==> src/rtl/lifo_stack_if.sv <==
// Handshake bundle for the LIFO stack.
// Carries the optional almost_full pin when LIFO_STACK_WATERMARK_EN is set.
interface lifo_stack_if #(
  parameter int WIDTH = 2,
  parameter int DEPTH = 256
);
  localparam int CW = $clog2(DEPTH) + 1;

  logic             clear;
  logic             push;
  logic             pop;
  logic [WIDTH-1:0] data_in;
  logic [WIDTH-1:0] data_out;
  logic             data_valid;
  logic [WIDTH-1:0] top_data;
  logic [CW-1:0]    count;
  logic             empty;
  logic             full;
  logic             overflow;
  logic             underflow;
`ifdef LIFO_STACK_WATERMARK_EN
  logic             almost_full;
`endif

  modport master (
    output clear, push, pop, data_in,
    input  data_out, data_valid, top_data,
    input  count, empty, full, overflow, underflow
`ifdef LIFO_STACK_WATERMARK_EN
    , input almost_full
`endif
  );

  modport slave (
    input  clear, push, pop, data_in,
    output data_out, data_valid, top_data,
    output count, empty, full, overflow, underflow
`ifdef LIFO_STACK_WATERMARK_EN
    , output almost_full
`endif
  );
endinterface

==> src/rtl/lifo_stack.sv <==
// Parametrised LIFO with peek, replace, clear and sticky error flags.
// Optional watermark output under LIFO_STACK_WATERMARK_EN.
module lifo_stack #(
  parameter int WIDTH = 2,
  parameter int DEPTH = 256
`ifdef LIFO_STACK_WATERMARK_EN
  , parameter int AF_LEVEL = DEPTH - 1
`endif
) (
  input logic        clk,
  input logic        rst_n,
  lifo_stack_if.slave bus
);
  localparam int CW = $clog2(DEPTH) + 1;
  localparam int AW = $clog2(DEPTH);
  localparam logic [CW-1:0] DMAX = CW'(DEPTH);

  logic [WIDTH-1:0] mem [DEPTH];
  logic [CW-1:0]    count;
  logic [CW-1:0]    count_nx;
  logic [AW-1:0]    wr_idx;
  logic [AW-1:0]    top_idx;
  logic             wr_en;
  logic             pop_ok;
  logic             ovf_set;
  logic             unf_set;
  logic             empty;
  logic             full;
  logic [WIDTH-1:0] data_out;
  logic             data_valid;
  logic             overflow;
  logic             underflow;

  assign empty   = (count == '0);
  assign full    = (count == DMAX);
  assign top_idx = empty ? '0 : AW'(count - 1'b1);

  // decide this edge's write, pop and next count
  always_comb begin
    count_nx = count;
    wr_en    = 1'b0;
    wr_idx   = AW'(count);
    pop_ok   = 1'b0;
    ovf_set  = 1'b0;
    unf_set  = 1'b0;
    if (bus.clear) begin
      count_nx = '0;
    end else if (bus.push && bus.pop) begin
      if (!empty) begin
        wr_en  = 1'b1;
        wr_idx = top_idx;
        pop_ok = 1'b1;
      end else begin
        wr_en    = 1'b1;
        count_nx = count + 1'b1;
        unf_set  = 1'b1;
      end
    end else if (bus.push) begin
      if (!full) begin
        wr_en    = 1'b1;
        count_nx = count + 1'b1;
      end else begin
        ovf_set = 1'b1;
      end
    end else if (bus.pop) begin
      if (!empty) begin
        pop_ok   = 1'b1;
        count_nx = count - 1'b1;
      end else begin
        unf_set = 1'b1;
      end
    end
  end

  // storage is left unreset
  always_ff @(posedge clk) begin
    if (wr_en) mem[wr_idx] <= bus.data_in;
  end

  // count, pop data and sticky flags
  always_ff @(posedge clk or negedge rst_n) begin
    if (!rst_n) begin
      count      <= '0;
      data_out   <= '0;
      data_valid <= 1'b0;
      overflow   <= 1'b0;
      underflow  <= 1'b0;
    end else if (bus.clear) begin
      count      <= '0;
      data_valid <= 1'b0;
      overflow   <= 1'b0;
      underflow  <= 1'b0;
    end else begin
      count      <= count_nx;
      data_valid <= pop_ok;
      if (pop_ok) data_out <= mem[top_idx];
      if (ovf_set) overflow <= 1'b1;
      if (unf_set) underflow <= 1'b1;
    end
  end

`ifdef LIFO_STACK_WATERMARK_EN
  localparam logic [CW-1:0] AF = CW'(AF_LEVEL);
  logic almost_full;

  // watermark tracks the count being loaded
  always_ff @(posedge clk or negedge rst_n) begin
    if (!rst_n) almost_full <= 1'b0;
    else        almost_full <= (count_nx >= AF);
  end

  assign bus.almost_full = almost_full;
`endif

  assign bus.data_out   = data_out;
  assign bus.data_valid = data_valid;
  assign bus.top_data   = empty ? '0 : mem[top_idx];
  assign bus.count      = count;
  assign bus.empty      = empty;
  assign bus.full       = full;
  assign bus.overflow   = overflow;
  assign bus.underflow  = underflow;
endmodule

==> src/flat_wrapper.sv <==
// flat-port wrapper written by rule: the top's interface ports become plain ports
module lifo_stack_flat 
#(
  parameter int WIDTH = 2,
  parameter int DEPTH = 256

)
  (clk, rst_n, bus_clear, bus_push, bus_pop, bus_data_in, bus_data_out, bus_data_valid, bus_top_data, bus_count, bus_empty, bus_full, bus_overflow, bus_underflow);
  lifo_stack_if #(.WIDTH(WIDTH), .DEPTH(DEPTH)) bus_i ();
  input logic clk;
  input logic rst_n;
  input wire logic [$bits(bus_i.clear)-1:0] bus_clear;
  input wire logic [$bits(bus_i.push)-1:0] bus_push;
  input wire logic [$bits(bus_i.pop)-1:0] bus_pop;
  input wire logic [$bits(bus_i.data_in)-1:0] bus_data_in;
  output wire logic [$bits(bus_i.data_out)-1:0] bus_data_out;
  output wire logic [$bits(bus_i.data_valid)-1:0] bus_data_valid;
  output wire logic [$bits(bus_i.top_data)-1:0] bus_top_data;
  output wire logic [$bits(bus_i.count)-1:0] bus_count;
  output wire logic [$bits(bus_i.empty)-1:0] bus_empty;
  output wire logic [$bits(bus_i.full)-1:0] bus_full;
  output wire logic [$bits(bus_i.overflow)-1:0] bus_overflow;
  output wire logic [$bits(bus_i.underflow)-1:0] bus_underflow;
  assign bus_i.clear = bus_clear;
  assign bus_i.push = bus_push;
  assign bus_i.pop = bus_pop;
  assign bus_i.data_in = bus_data_in;
  assign bus_data_out = bus_i.data_out;
  assign bus_data_valid = bus_i.data_valid;
  assign bus_top_data = bus_i.top_data;
  assign bus_count = bus_i.count;
  assign bus_empty = bus_i.empty;
  assign bus_full = bus_i.full;
  assign bus_overflow = bus_i.overflow;
  assign bus_underflow = bus_i.underflow;
  lifo_stack #(.WIDTH(WIDTH), .DEPTH(DEPTH)) u_core (.clk(clk), .rst_n(rst_n), .bus(bus_i));
endmodule
==> config.mk <==
export PLATFORM = sky130hd
export DESIGN_NAME = lifo_stack_flat
export DESIGN_NICKNAME = d
export VERILOG_FILES = /design/src/rtl/lifo_stack_if.sv /design/src/rtl/lifo_stack.sv /design/src/flat_wrapper.sv
export SDC_FILE = /design/constraint.sdc
export NUM_CORES = 1
export LEC_CHECK = 0
export CAP_MARGIN = 20
export CELL_PAD_IN_SITES_DETAIL_PLACEMENT = 0
export CELL_PAD_IN_SITES_GLOBAL_PLACEMENT = 1
export CORE_ASPECT_RATIO = 1.25
export CORE_MARGIN = 1
export CORE_UTILIZATION = 24
export DETAILED_ROUTE_END_ITERATION = 8
export GPL_TIMING_DRIVEN = 0
export PLACE_DENSITY = 0.45
export SKIP_CTS_REPAIR_TIMING = 1
export SLEW_MARGIN = 20
export SYNTH_ARGS = -nofsm -noshare
export SYNTH_HDL_FRONTEND = slang
export SYNTH_SLANG_ARGS = --single-unit
==> constraint.sdc <==
create_clock -name clk -period 13.21 [get_ports clk]
set_clock_uncertainty 0.1 [all_clocks]
set_input_delay 1.9815 -clock clk [delete_from_list [all_inputs] [get_ports clk]]
set_output_delay 1.9815 -clock clk [all_outputs]
set_load 0.02 [all_outputs]
[After elaboration in Yosys (flattened, before gate mapping)]
Memory sizes are Yosys's and may differ from the RTL's.
Index checks and enable logic that the tools add are counted.
W data, S select, Z words.
Word-level totals
  input bits: 7
  bits in writable memories: 512
  flip-flop bits (word level): 14
  logic and storage cells: 57
  memories: 1
  output and inout bits: 18
Operators by class
  reduce and logical (&&, ||, !) cells: 7
  bitwise gates (word level): 1
  muxes and demuxes: 37
  $add $sub $neg: 2
  equality and inequality tests: 4
Memory list
  u_core.mem: depth 256, width 2, read ports 1, clocked after Yosys merged registers in 0, wr ports 1, RTL line lifo_stack.sv:18  | logic [WIDTH-1:0] mem [DEPTH];
Operators with widths (count)
  $mux W9: 7
  $mux W8: 4
  $mux W1: 25
  $add A9 B1 Y9 const B: 1
  $eq A9 B9 Y1 const B: 1
  $logic_not A9 Y1: 1
  $sub A9 B1 Y9 const B: 1
  $ne A4 B3 Y1 const B: 1
  $ne A4 B4 Y1 const B: 1
  $reduce_and A4 Y1: 1
  $reduce_bool A2 Y1: 2
  $reduce_bool A4 Y1: 1
  $ne A3 B2 Y1 const B: 1
  $mux W2: 1
  $reduce_and A2 Y1: 1
  $logic_and A1 B1 Y1: 1
  $not A1 Y1: 1

[Depth between registers and ports, before layout]
Gate-level depths: netlist of the first run.
  depth in word-level cells: 8
  gate-level depth with buffers: 20
  depth with buffers taken out: 13

[Worst setup path before layout of the first run]
Ideal clock, no wire load.
  path type: register to output
  start: reg u_core.count[0] (netlist: u_core.bus.count[0])
  end: out bus_top_data[0]
  buffers on the path: 8
  slack: 6.742 ns
  data arrival time: 4.386 ns
  stages on the path, launching flop included: 20
  cell sequence: dfrtp_1 -> clkbuf_1 -> inv_1 -> ha_1 -> nor4b_4 -> nand2_1 -> buf_2 -> clkbuf_1 -> ha_1 -> buf_2 -> buf_2 -> buf_2 -> buf_2 -> clkbuf_1 -> nand3_1 -> a211oi_1 -> nor2_1 -> a41oi_1 -> a32oi_1 -> nor3_1
Between the ends
  longest elaborated chain between the ends: 4
  elaborated cells between the ends (all ways): 5
  classes of those cells: add/sub: 1; mux: 2; reduce/logical: 1; memory: 1
Ends and longest elaborated chain
  from (decl): RTL line lifo_stack.sv:19  | logic [CW-1:0] count;
  from (signal assigned): RTL line lifo_stack.sv:94  | count <= count_nx;
  $sub A9 B1 Y9 / $logic_not A9 Y1 (equally long branches): RTL line lifo_stack.sv:36, lifo_stack.sv:34
  $mux W8: RTL line lifo_stack.sv:36  | assign top_idx = empty ? '0 : AW'(count - 1'b1);
  $mem_v2 Z256 W2
  $mux W2 *: RTL line lifo_stack.sv:117  | assign bus.top_data = empty ? '0 : mem[top_idx];
  to (decl): RTL line flat_wrapper.sv:18  | output wire logic [$bits(bus_i.top_data)-1:0] bus_top_data;
Every way passes the cells marked *; elsewhere a longest branch is shown, timed or not.

[Worst setup path in the final report of the first run]
  start: reg u_core.count[1] (netlist: u_core.bus.count[1])
  end: out bus_top_data[1]
The elaborated chain is that of the path after synthesis.

==> results, run 1 <==
- The run finished with clean final reports.
- The average routed wire per standard cell is 33.0 um.
- Summing every instance area after synthesis gives 23200 um2.
- The met3 routed wirelength is 5360 um.
- Measured along the x axis, the die boundary spans 280 um.
- In the final timing run, aggregate negative setup slack is 0 ps.
- Data on the critical path arrives at its endpoint at 9690 ps.
- The total detailed-routing wirelength is 104000 um.
- After synthesis, the largest family of logic cells by area is simple AND/OR/NAND/NOR gates.
- CTS placed an instance of sky130_fd_sc_hd__clkbuf_16 at the clock tree root.
- Of all nets on the critical path, the largest fanout is 10.
- The number of setup violations in the final report is 0.
- After detailed routing, the number of remaining DRC violations is 0.
- The category of the critical setup timing path is flip-flop to output pin.
- The area growth from synthesis to layout is 17.6%.
- The top flip-flop cell by instance count after synthesis is sky130_fd_sc_hd__edfxtp_1.
- The number of cells on the worst hold path is 2.
- The total global routing overflow is 0.
- Of the post-synthesis cell area, the part taken by muxes is 0.0811.
- The routability congestion estimate from global placement is 0.920.
- The data required time of the critical path is 11130 ps.
- The count of antenna-violating nets left after detailed routing is 0.
- The number of antenna violations at the first check in global routing came to 2.
- The number of design-rule violations left by the first detailed-router iteration is 1592.
- In the routed layout, each cell is associated on average with a via count of 5.11.
- The number of diodes added for antenna fixing is 0.
- The synthesized instance count is 1715.
- A synthesized cell averages 13.5 um2.
- The worst register-to-register path has a depth of 18.
- The count of yosys warnings during synthesis is 0.
- The number of distinct standard cells referenced by the synthesized netlist is 86.
- Before antenna repair, the detailed router went through 5 iterations.
- The placeable core area is 95800 um2.
- The most critical setup path has its startpoint at u_core.bus.count[1].
- The net count after synthesis is 1726.
- The kind of capture point of the worst setup path is an output pin.
- Across all hold checks on the routed design, the worst slack comes to 398 ps.
- The hold violation count in the final report is 0.
- The highest metal layer with signal wires is met4.
- Of the total synthesized cell area, the portion taken by XOR and XNOR cells is 0.00189.
- The detailed router placed 16000 vias in this run.
- Dividing the final minimum period by the clock period gives 0.891.
- The sequential element share of the synthesized area is 0.679.
- In this run the tightest slew margin relative to its limit is 0.145.
- The number of synthesized flops with an enable pin is 512.
- The total count of max-transition violations in the final report is 0.
- The path class of the tightest hold or removal check is flip-flop to flip-flop.
- The layout cell share with drive strength beyond 1 is 0.154.
- The post-synthesis share of cell area spent on full adders, half adders and majority gates is 0.00216.
- After filler insertion, the fill cell instance count of the layout stands at 9781.
- The number of global-route vias before repair came to 16200.
- The H-tree was split into 2 levels.
- Entering global routing, the biggest net connects 109 pins.
- Of the total synthesized cell area, the portion taken by AND, OR, NAND and NOR gates is 0.122.
- The floorplan step defined a die boundary enclosing 97800 um2.
- In this run the most critical hold path is launched from u_core.bus.overflow.
- In this run the deepest clock path goes through 3 buffers.
- The fraction of the mapped netlist area in compound gates is 0.0874.
- Clock tree synthesis inserted a total of 55 buffers.
- The total of max-cap violations is 0.
- After synthesis the netlist holds a flip-flop and latch count of 526.
- The minimum clock period after layout is 11770 ps.
- The proportion of synthesized flip-flops having asynchronous set or reset is 0.0266.
- The source-to-sink clock delay at the later pin of the worst-skew pair is 630 ps.
- Clock-pin slew was measured on the worst setup and hold paths at 60 ps.
- Setup repair after global routing left no endpoint under its margin.
- Counting every sink on the clock net gives 526.
- For this run, the post-layout net count is 1818.
- The number of top-level design ports is 25.
- The TritonCTS clock tree is built.
- Derived from the worst setup path, the maximum achievable clock frequency is 85.0 MHz.
- In the detailed route, the total length drawn on met2 is 51800 um.
- At the pin with the least slew margin, the transition time is 1270 ps.
- For this configuration, the core starts out at a cell density of 0.242.
- The number of I/O port buffers is 24.
- In this run the core area contains 127 standard-cell rows.
- The wire-length estimate of the detail-placed layout is 71900 um.
- The worst setup path is launched from a flip-flop.
- For this run, the total global-route usage over all layers was measured as 0.211.
- The floorplan step set the die height to 349 um.
- The detailed router put a total of 41100 um of wire on met1.
- The global-route wire length before repair is 140000 um.
- The launching point of the worst reg2reg path is u_core.bus.count[1].
## state kept, by name, summed over array words and instances (netlist names)
register / cells
u_core.bus.data_out: 2
u_core.mem: 512
u_core.bus.data_valid: 1
u_core.bus.count: 9
u_core.bus.underflow: 1
u_core.bus.overflow: 1
## cells by family (layout without fill, tap and decap cells)
group	after synthesis	after routing
mux	133	133
fa+ha+maj	4	4
flops	526	526
compound gates	287	287
xor+xnor	5	5
simple gates	628	628
buf+inv	132	265
## worst max-delay path: stages, from the launching register on
cell                              delay (ps)
sky130_fd_sc_hd__dfrtp_1                 470
sky130_fd_sc_hd__clkbuf_1                300
sky130_fd_sc_hd__inv_1                   230
sky130_fd_sc_hd__ha_1                    220
sky130_fd_sc_hd__nor4b_4                 650
sky130_fd_sc_hd__nand2_1                 210
sky130_fd_sc_hd__buf_2                   300
sky130_fd_sc_hd__clkbuf_1                530
sky130_fd_sc_hd__ha_1                    500
sky130_fd_sc_hd__buf_2                   280
sky130_fd_sc_hd__buf_2                   340
sky130_fd_sc_hd__inv_1                   290
sky130_fd_sc_hd__clkbuf_1                780
sky130_fd_sc_hd__clkbuf_1                860
sky130_fd_sc_hd__clkbuf_1                800
sky130_fd_sc_hd__a21oi_1                  90
sky130_fd_sc_hd__nor4_1                  780
sky130_fd_sc_hd__o311ai_2                470
sky130_fd_sc_hd__a21oi_1                 260
sky130_fd_sc_hd__clkdlybuf4s50_1         650
## cell usage after synthesis (9+ instances only)
master	n	area share
sky130_fd_sc_hd__o211ai_1	11	0.0036
sky130_fd_sc_hd__nand2b_1	12	0.0032
sky130_fd_sc_hd__nand2_1	135	0.022
sky130_fd_sc_hd__nand4_1	19	0.0051
sky130_fd_sc_hd__buf_2	46	0.0099
sky130_fd_sc_hd__nand3_1	27	0.0058
sky130_fd_sc_hd__dfrtp_1	14	0.015
sky130_fd_sc_hd__clkbuf_1	60	0.0097
sky130_fd_sc_hd__or3_1	14	0.0038
sky130_fd_sc_hd__o22ai_1	13	0.0035
sky130_fd_sc_hd__nor3_1	16	0.0035
sky130_fd_sc_hd__inv_1	9	0.0015
sky130_fd_sc_hd__nand3b_1	9	0.0029
sky130_fd_sc_hd__mux2i_1	64	0.028
sky130_fd_sc_hd__a31oi_1	22	0.0059
sky130_fd_sc_hd__edfxtp_1	512	0.66
sky130_fd_sc_hd__a221oi_1	13	0.0049
sky130_fd_sc_hd__mux2_2	28	0.014
sky130_fd_sc_hd__nor2_1	322	0.052
sky130_fd_sc_hd__or2_2	15	0.0041
sky130_fd_sc_hd__mux4_2	41	0.040
sky130_fd_sc_hd__o21ai_0	47	0.010
sky130_fd_sc_hd__nor2b_1	10	0.0027
sky130_fd_sc_hd__and3_1	19	0.0051
sky130_fd_sc_hd__a211oi_1	14	0.0045
sky130_fd_sc_hd__o31ai_1	11	0.0036
sky130_fd_sc_hd__a21oi_1	56	0.012
## layer usage
layer | global-route usage | vias to the layer above
met5 | 0 | -
met4 | 0.0984 | 0
met1 | 0.254 | 8496
met2 | 0.369 | 631
met3 | 0.0305 | 200
li1 | - | 6717
## final cells by class
cell class	instances	area, um2	area share
tap	1290	1610	0.0592
clock buffer	65	1460	0.0534
inverter	9	33.8	0.00124
buffer	123	606	0.0222
multi-input combinational	1057	6870	0.252
sequential	526	15700	0.577
clock inverter	33	518	0.0190
timing repair buffer	35	427	0.0157
## through the flow
| stage | worst slack (ps) | cells | util | instance area (um2) |
|---|---|---|---|---|
| 6_report | 1440 | 3138 | 0.284 | 27300 |
| 5_1_grt | 1330 | 3138 | 0.284 | 27300 |
| 4_1_cts | 1650 | 3136 | 0.284 | 27200 |
| 3_5_place_dp | 2370 | 3038 | 0.264 | 25300 |
| 3_3_place_gp | 2250 | 3029 | 0.261 | 25000 |
| 2_1_floorplan | 6740 | 1715 | - | 23200 |
## path summary, 6_finish.rpt
check                                               to  slack [ps]
max in group asynchronous          u_core.bus.count[6]       10790
min in group asynchronous          u_core.bus.count[5]        1720
worst max-delay path                   bus_top_data[1]        1440
worst min register to register     u_core.bus.overflow         400
worst max register to register  u_core.bus.data_out[1]        4610
worst min-delay path               u_core.bus.overflow         400
## cell usage in the layout, fill, tap and decap left out, types with 13 or more instances in the layout
cell | synthesis | layout
sky130_fd_sc_hd__a211oi_1 | 14 | 14
sky130_fd_sc_hd__a21oi_1 | 56 | 55
sky130_fd_sc_hd__a221oi_1 | 13 | 13
sky130_fd_sc_hd__a31oi_1 | 22 | 22
sky130_fd_sc_hd__and3_1 | 19 | 19
sky130_fd_sc_hd__buf_2 | 46 | 51
sky130_fd_sc_hd__bufinv_16 | 0 | 14
sky130_fd_sc_hd__clkbuf_1 | 60 | 59
sky130_fd_sc_hd__clkbuf_16 | 0 | 57
sky130_fd_sc_hd__clkdlybuf4s50_1 | 0 | 22
sky130_fd_sc_hd__dfrtp_1 | 14 | 14
sky130_fd_sc_hd__edfxtp_1 | 512 | 512
sky130_fd_sc_hd__mux2_2 | 28 | 28
sky130_fd_sc_hd__mux2i_1 | 64 | 63
sky130_fd_sc_hd__mux4_2 | 41 | 41
sky130_fd_sc_hd__nand2_1 | 135 | 135
sky130_fd_sc_hd__nand3_1 | 27 | 27
sky130_fd_sc_hd__nand4_1 | 19 | 19
sky130_fd_sc_hd__nor2_1 | 322 | 319
sky130_fd_sc_hd__nor3_1 | 16 | 16
sky130_fd_sc_hd__o21ai_0 | 47 | 46
sky130_fd_sc_hd__o22ai_1 | 13 | 13
sky130_fd_sc_hd__or2_2 | 15 | 15
sky130_fd_sc_hd__or3_1 | 14 | 14
Power of run 1 is left out: the tool's default activity adds up to more than one toggle a clock period on the data nets, which glitch-free logic cannot reach.
==> inputs of run 2 (changes only) <==
--- a/config.mk
+++ b/config.mk
@@ -11,6 +11,7 @@
 export CORE_ASPECT_RATIO = 1.25
 export CORE_MARGIN = 1
 export CORE_UTILIZATION = 24
+export CTS_CLUSTER_SIZE = 8
 export DETAILED_ROUTE_END_ITERATION = 8
 export GPL_TIMING_DRIVEN = 0
 export PLACE_DENSITY = 0.45
==> run 2 against run 1 <==
Against the previous run:
- sequential cell count did not move
- die area did not move
- critical endpoint unchanged
- first-iteration DRC count fell by 2.9%
- critical path depth did not move
- cell count barely moved
- wire length rose by 0.46%
==> results, run 2 (synthesis gave the netlist of run 1 again) <==
- The flow ran to the end, and the final reports show no timing, DRC or antenna violations.
- In this run the core area contains 127 standard-cell rows.
- Setup repair after global routing left no endpoint under its margin.
- The register with the most flip-flops in the final layout is u_core.mem.
- The number of antenna violations at the first check in global routing is 1.
- Static timing analysis puts the maximum clock frequency at 86.1 MHz.
- The post-DP HPWL is 71900 um.
- The total of max-cap violations is 0.
- The slowest cell on the critical path is sky130_fd_sc_hd__clkbuf_1.
- The hold violation count in the final report is 0.
- The number of top-level design ports is 25.
- Counting buffers and inverters, the worst setup path is 19 cells deep.
- The startpoint type of the worst setup path is a flip-flop.
- The flip-flop count of the largest register, all copies and words added is 512.
- The total CTS buffers is 76.
- The count of nets left with antenna violations once routing finished came out at 0.
- The filler cells instantiated in the layout total 9775.
- The detailed-route vias per instance is 5.16.
- Measured along the x axis, the die boundary spans 280 um.
- The clock passes through at most 3 buffers.
- The setup path with the least slack is of type flip-flop to output pin.
- At the pin with the least slew margin, the transition time is 1350 ps.
- The number of design-rule violations left by the first detailed-router iteration is 1546.
- The total count of max-transition violations in the final report came to 0.
- The largest single stage delay on the critical path is 810 ps.
- The number of cells on the worst hold path is 2.
- The data required time of the critical path is 11130 ps.
- Counting stages on the worst path, the most repeated cell is sky130_fd_sc_hd__clkbuf_1.
- Counting both buffers and inverters, the worst setup path holds a total of 11.
- The core region is 95800 um2.
- In the routed design, unresolved DRC markers number 0.
- The critical path arrival is 9530 ps.
- In the layout the commonest cells are sky130_fd_sc_hd__edfxtp_1, sky130_fd_sc_hd__nor2_1, sky130_fd_sc_hd__nand2_1.
- At the end of the flow, the number of nets in the layout was 1838.
- The setup TNS is 0 ps.
- The total global routing overflow is 0.
- The later pin in the worst-skew pair is clocked with a latency of 650 ps.
- The global-route wire length before repair is 141000 um.
- The root buffer cell chosen for the clock tree is sky130_fd_sc_hd__clkbuf_16.
- In this run the number of H-tree levels came out at 3.
- The average routed wire per standard cell is 33.2 um.
- Relative to the synthesized area, the layout overhead comes to 18.0%.
- The die covers 97800 um2.
- In the final layout, the share of cells above drive strength 1 is 0.153.
- The clock drives 526 sinks.
- In the global route stage, overall resource usage came out at 0.213.
- The number of global-route vias before repair is 16400.
- The starting utilization of the core area is 0.242.
- Clock-pin slew was measured on the worst setup and hold paths at 50 ps.
- The TritonCTS clock tree is built.
- The worst setup path is captured at an output pin.
- After detailed routing, the total wire length is 104000 um.
- The die is 349 um tall.
- The class of the worst hold path is flip-flop to flip-flop.
- The worst reg2reg path depth is 18.
- The minimum clock period after layout is 11610 ps.
- The routed layout has 16200 vias.
- The largest registers in the layout are u_core.mem: 512 flops, u_core.bus.count: 9 flops, u_core.bus.data_out: 2 flops.
- Entering global routing, the biggest net connects 109 pins.
- The number of setup violations in the final report is 0.
- The cell class contributing the biggest share of worst-path delay is buffers and inverters.
- Traced cell by cell, the critical path runs through clkbuf_1, inv_1, ha_1, nor4b_4, nand2_1, buf_2, clkbuf_1, ha_1, buf_2, buf_2, inv_1, clkbuf_1, clkbuf_1, clkbuf_1, a21oi_1, nor4_1, o311ai_2, a21oi_1, clkdlybuf4s50_1.
- The part of the cycle the worst path needs is 0.879.
- Port buffering added 24 buffers.
- Measured against its own limit, the worst slew margin works out to 0.0954.
- The maximum fanout count along the critical path is 10.
- The first-pass detailed-route iteration total is 7.
- Leaving out fill and tap cells, the most frequent cell in the layout is sky130_fd_sc_hd__edfxtp_1.
- The routability congestion estimate from global placement is 0.920.
## run 2: cell count changes in the layout (fill, tap and decap cells not counted), sizes merged
cell      change
clkbuf       +20
bufinv       -14
clkinv       -11
clkinvlp      -1
inv           +3
buf           -1
diode         +1
## run 2: cell type report
type | count | area (um2) | area share
diodes | 1 | 2.50 | 0.0000916
plain buffers | 123 | 606 | 0.0222
clock buffers | 85 | 1940 | 0.0708
clock inverters | 10 | 126 | 0.00462
inverters | 9 | 33.8 | 0.00124
multi-input cells | 1057 | 6870 | 0.251
flip-flops and latches | 526 | 15700 | 0.575
well taps | 1290 | 1610 | 0.0591
repair buffers | 34 | 415 | 0.0152
## run 2: final timing paths
| kind | startpoint | to | slack (ps) |
|---|---|---|---|
| max | u_core.bus.count[1] | bus_top_data[1] | 1600 |
| max in group asynchronous | rst_n | u_core.bus.data_out[1] | 10800 |
| max reg2reg | u_core.bus.count[1] | u_core.bus.data_out[1] | 4780 |
| min | u_core.bus.overflow | u_core.bus.overflow | 390 |
| min in group asynchronous | rst_n | u_core.bus.count[5] | 1690 |
| min reg2reg | u_core.bus.overflow | u_core.bus.overflow | 390 |
## run 2: worst reg2reg max path, delay by kind of cell (launching register included)
| kind | cells | cell delay (ps) |
|---|---|---|
| buffers and inverters | 10 | 4610 |
| and+or+nand+nor | 3 | 1640 |
| AOI/OAI and AO/OA | 3 | 800 |
| adders and majority gates | 2 | 730 |
| DFF | 1 | 460 |
## run 2: through the flow
stage               hold slack (ps)  utilization  setup slack, ps  cells  area [um2]
CTS                             404        0.285             1640   3133       27300
finish                          393        0.285             1600   3135       27300
global route                    413        0.285             1330   3134       27300
detailed placement              391        0.264             2370   3038       25300
floorplan                       480            -             6740   1715       23200
global placement                384        0.261             2250   3029       25000
## run 2: per-layer routing
metal / track usage / up-vias / share of wire
li1: - / 6744 / -
met5: 0 / - / 0
met3: 0.0287 / 194 / 0.057
met2: 0.373 / 685 / 0.50
met4: 0.102 / 0 / 0.049
met1: 0.255 / 8538 / 0.39
Power of run 2 is left out for the same reason.
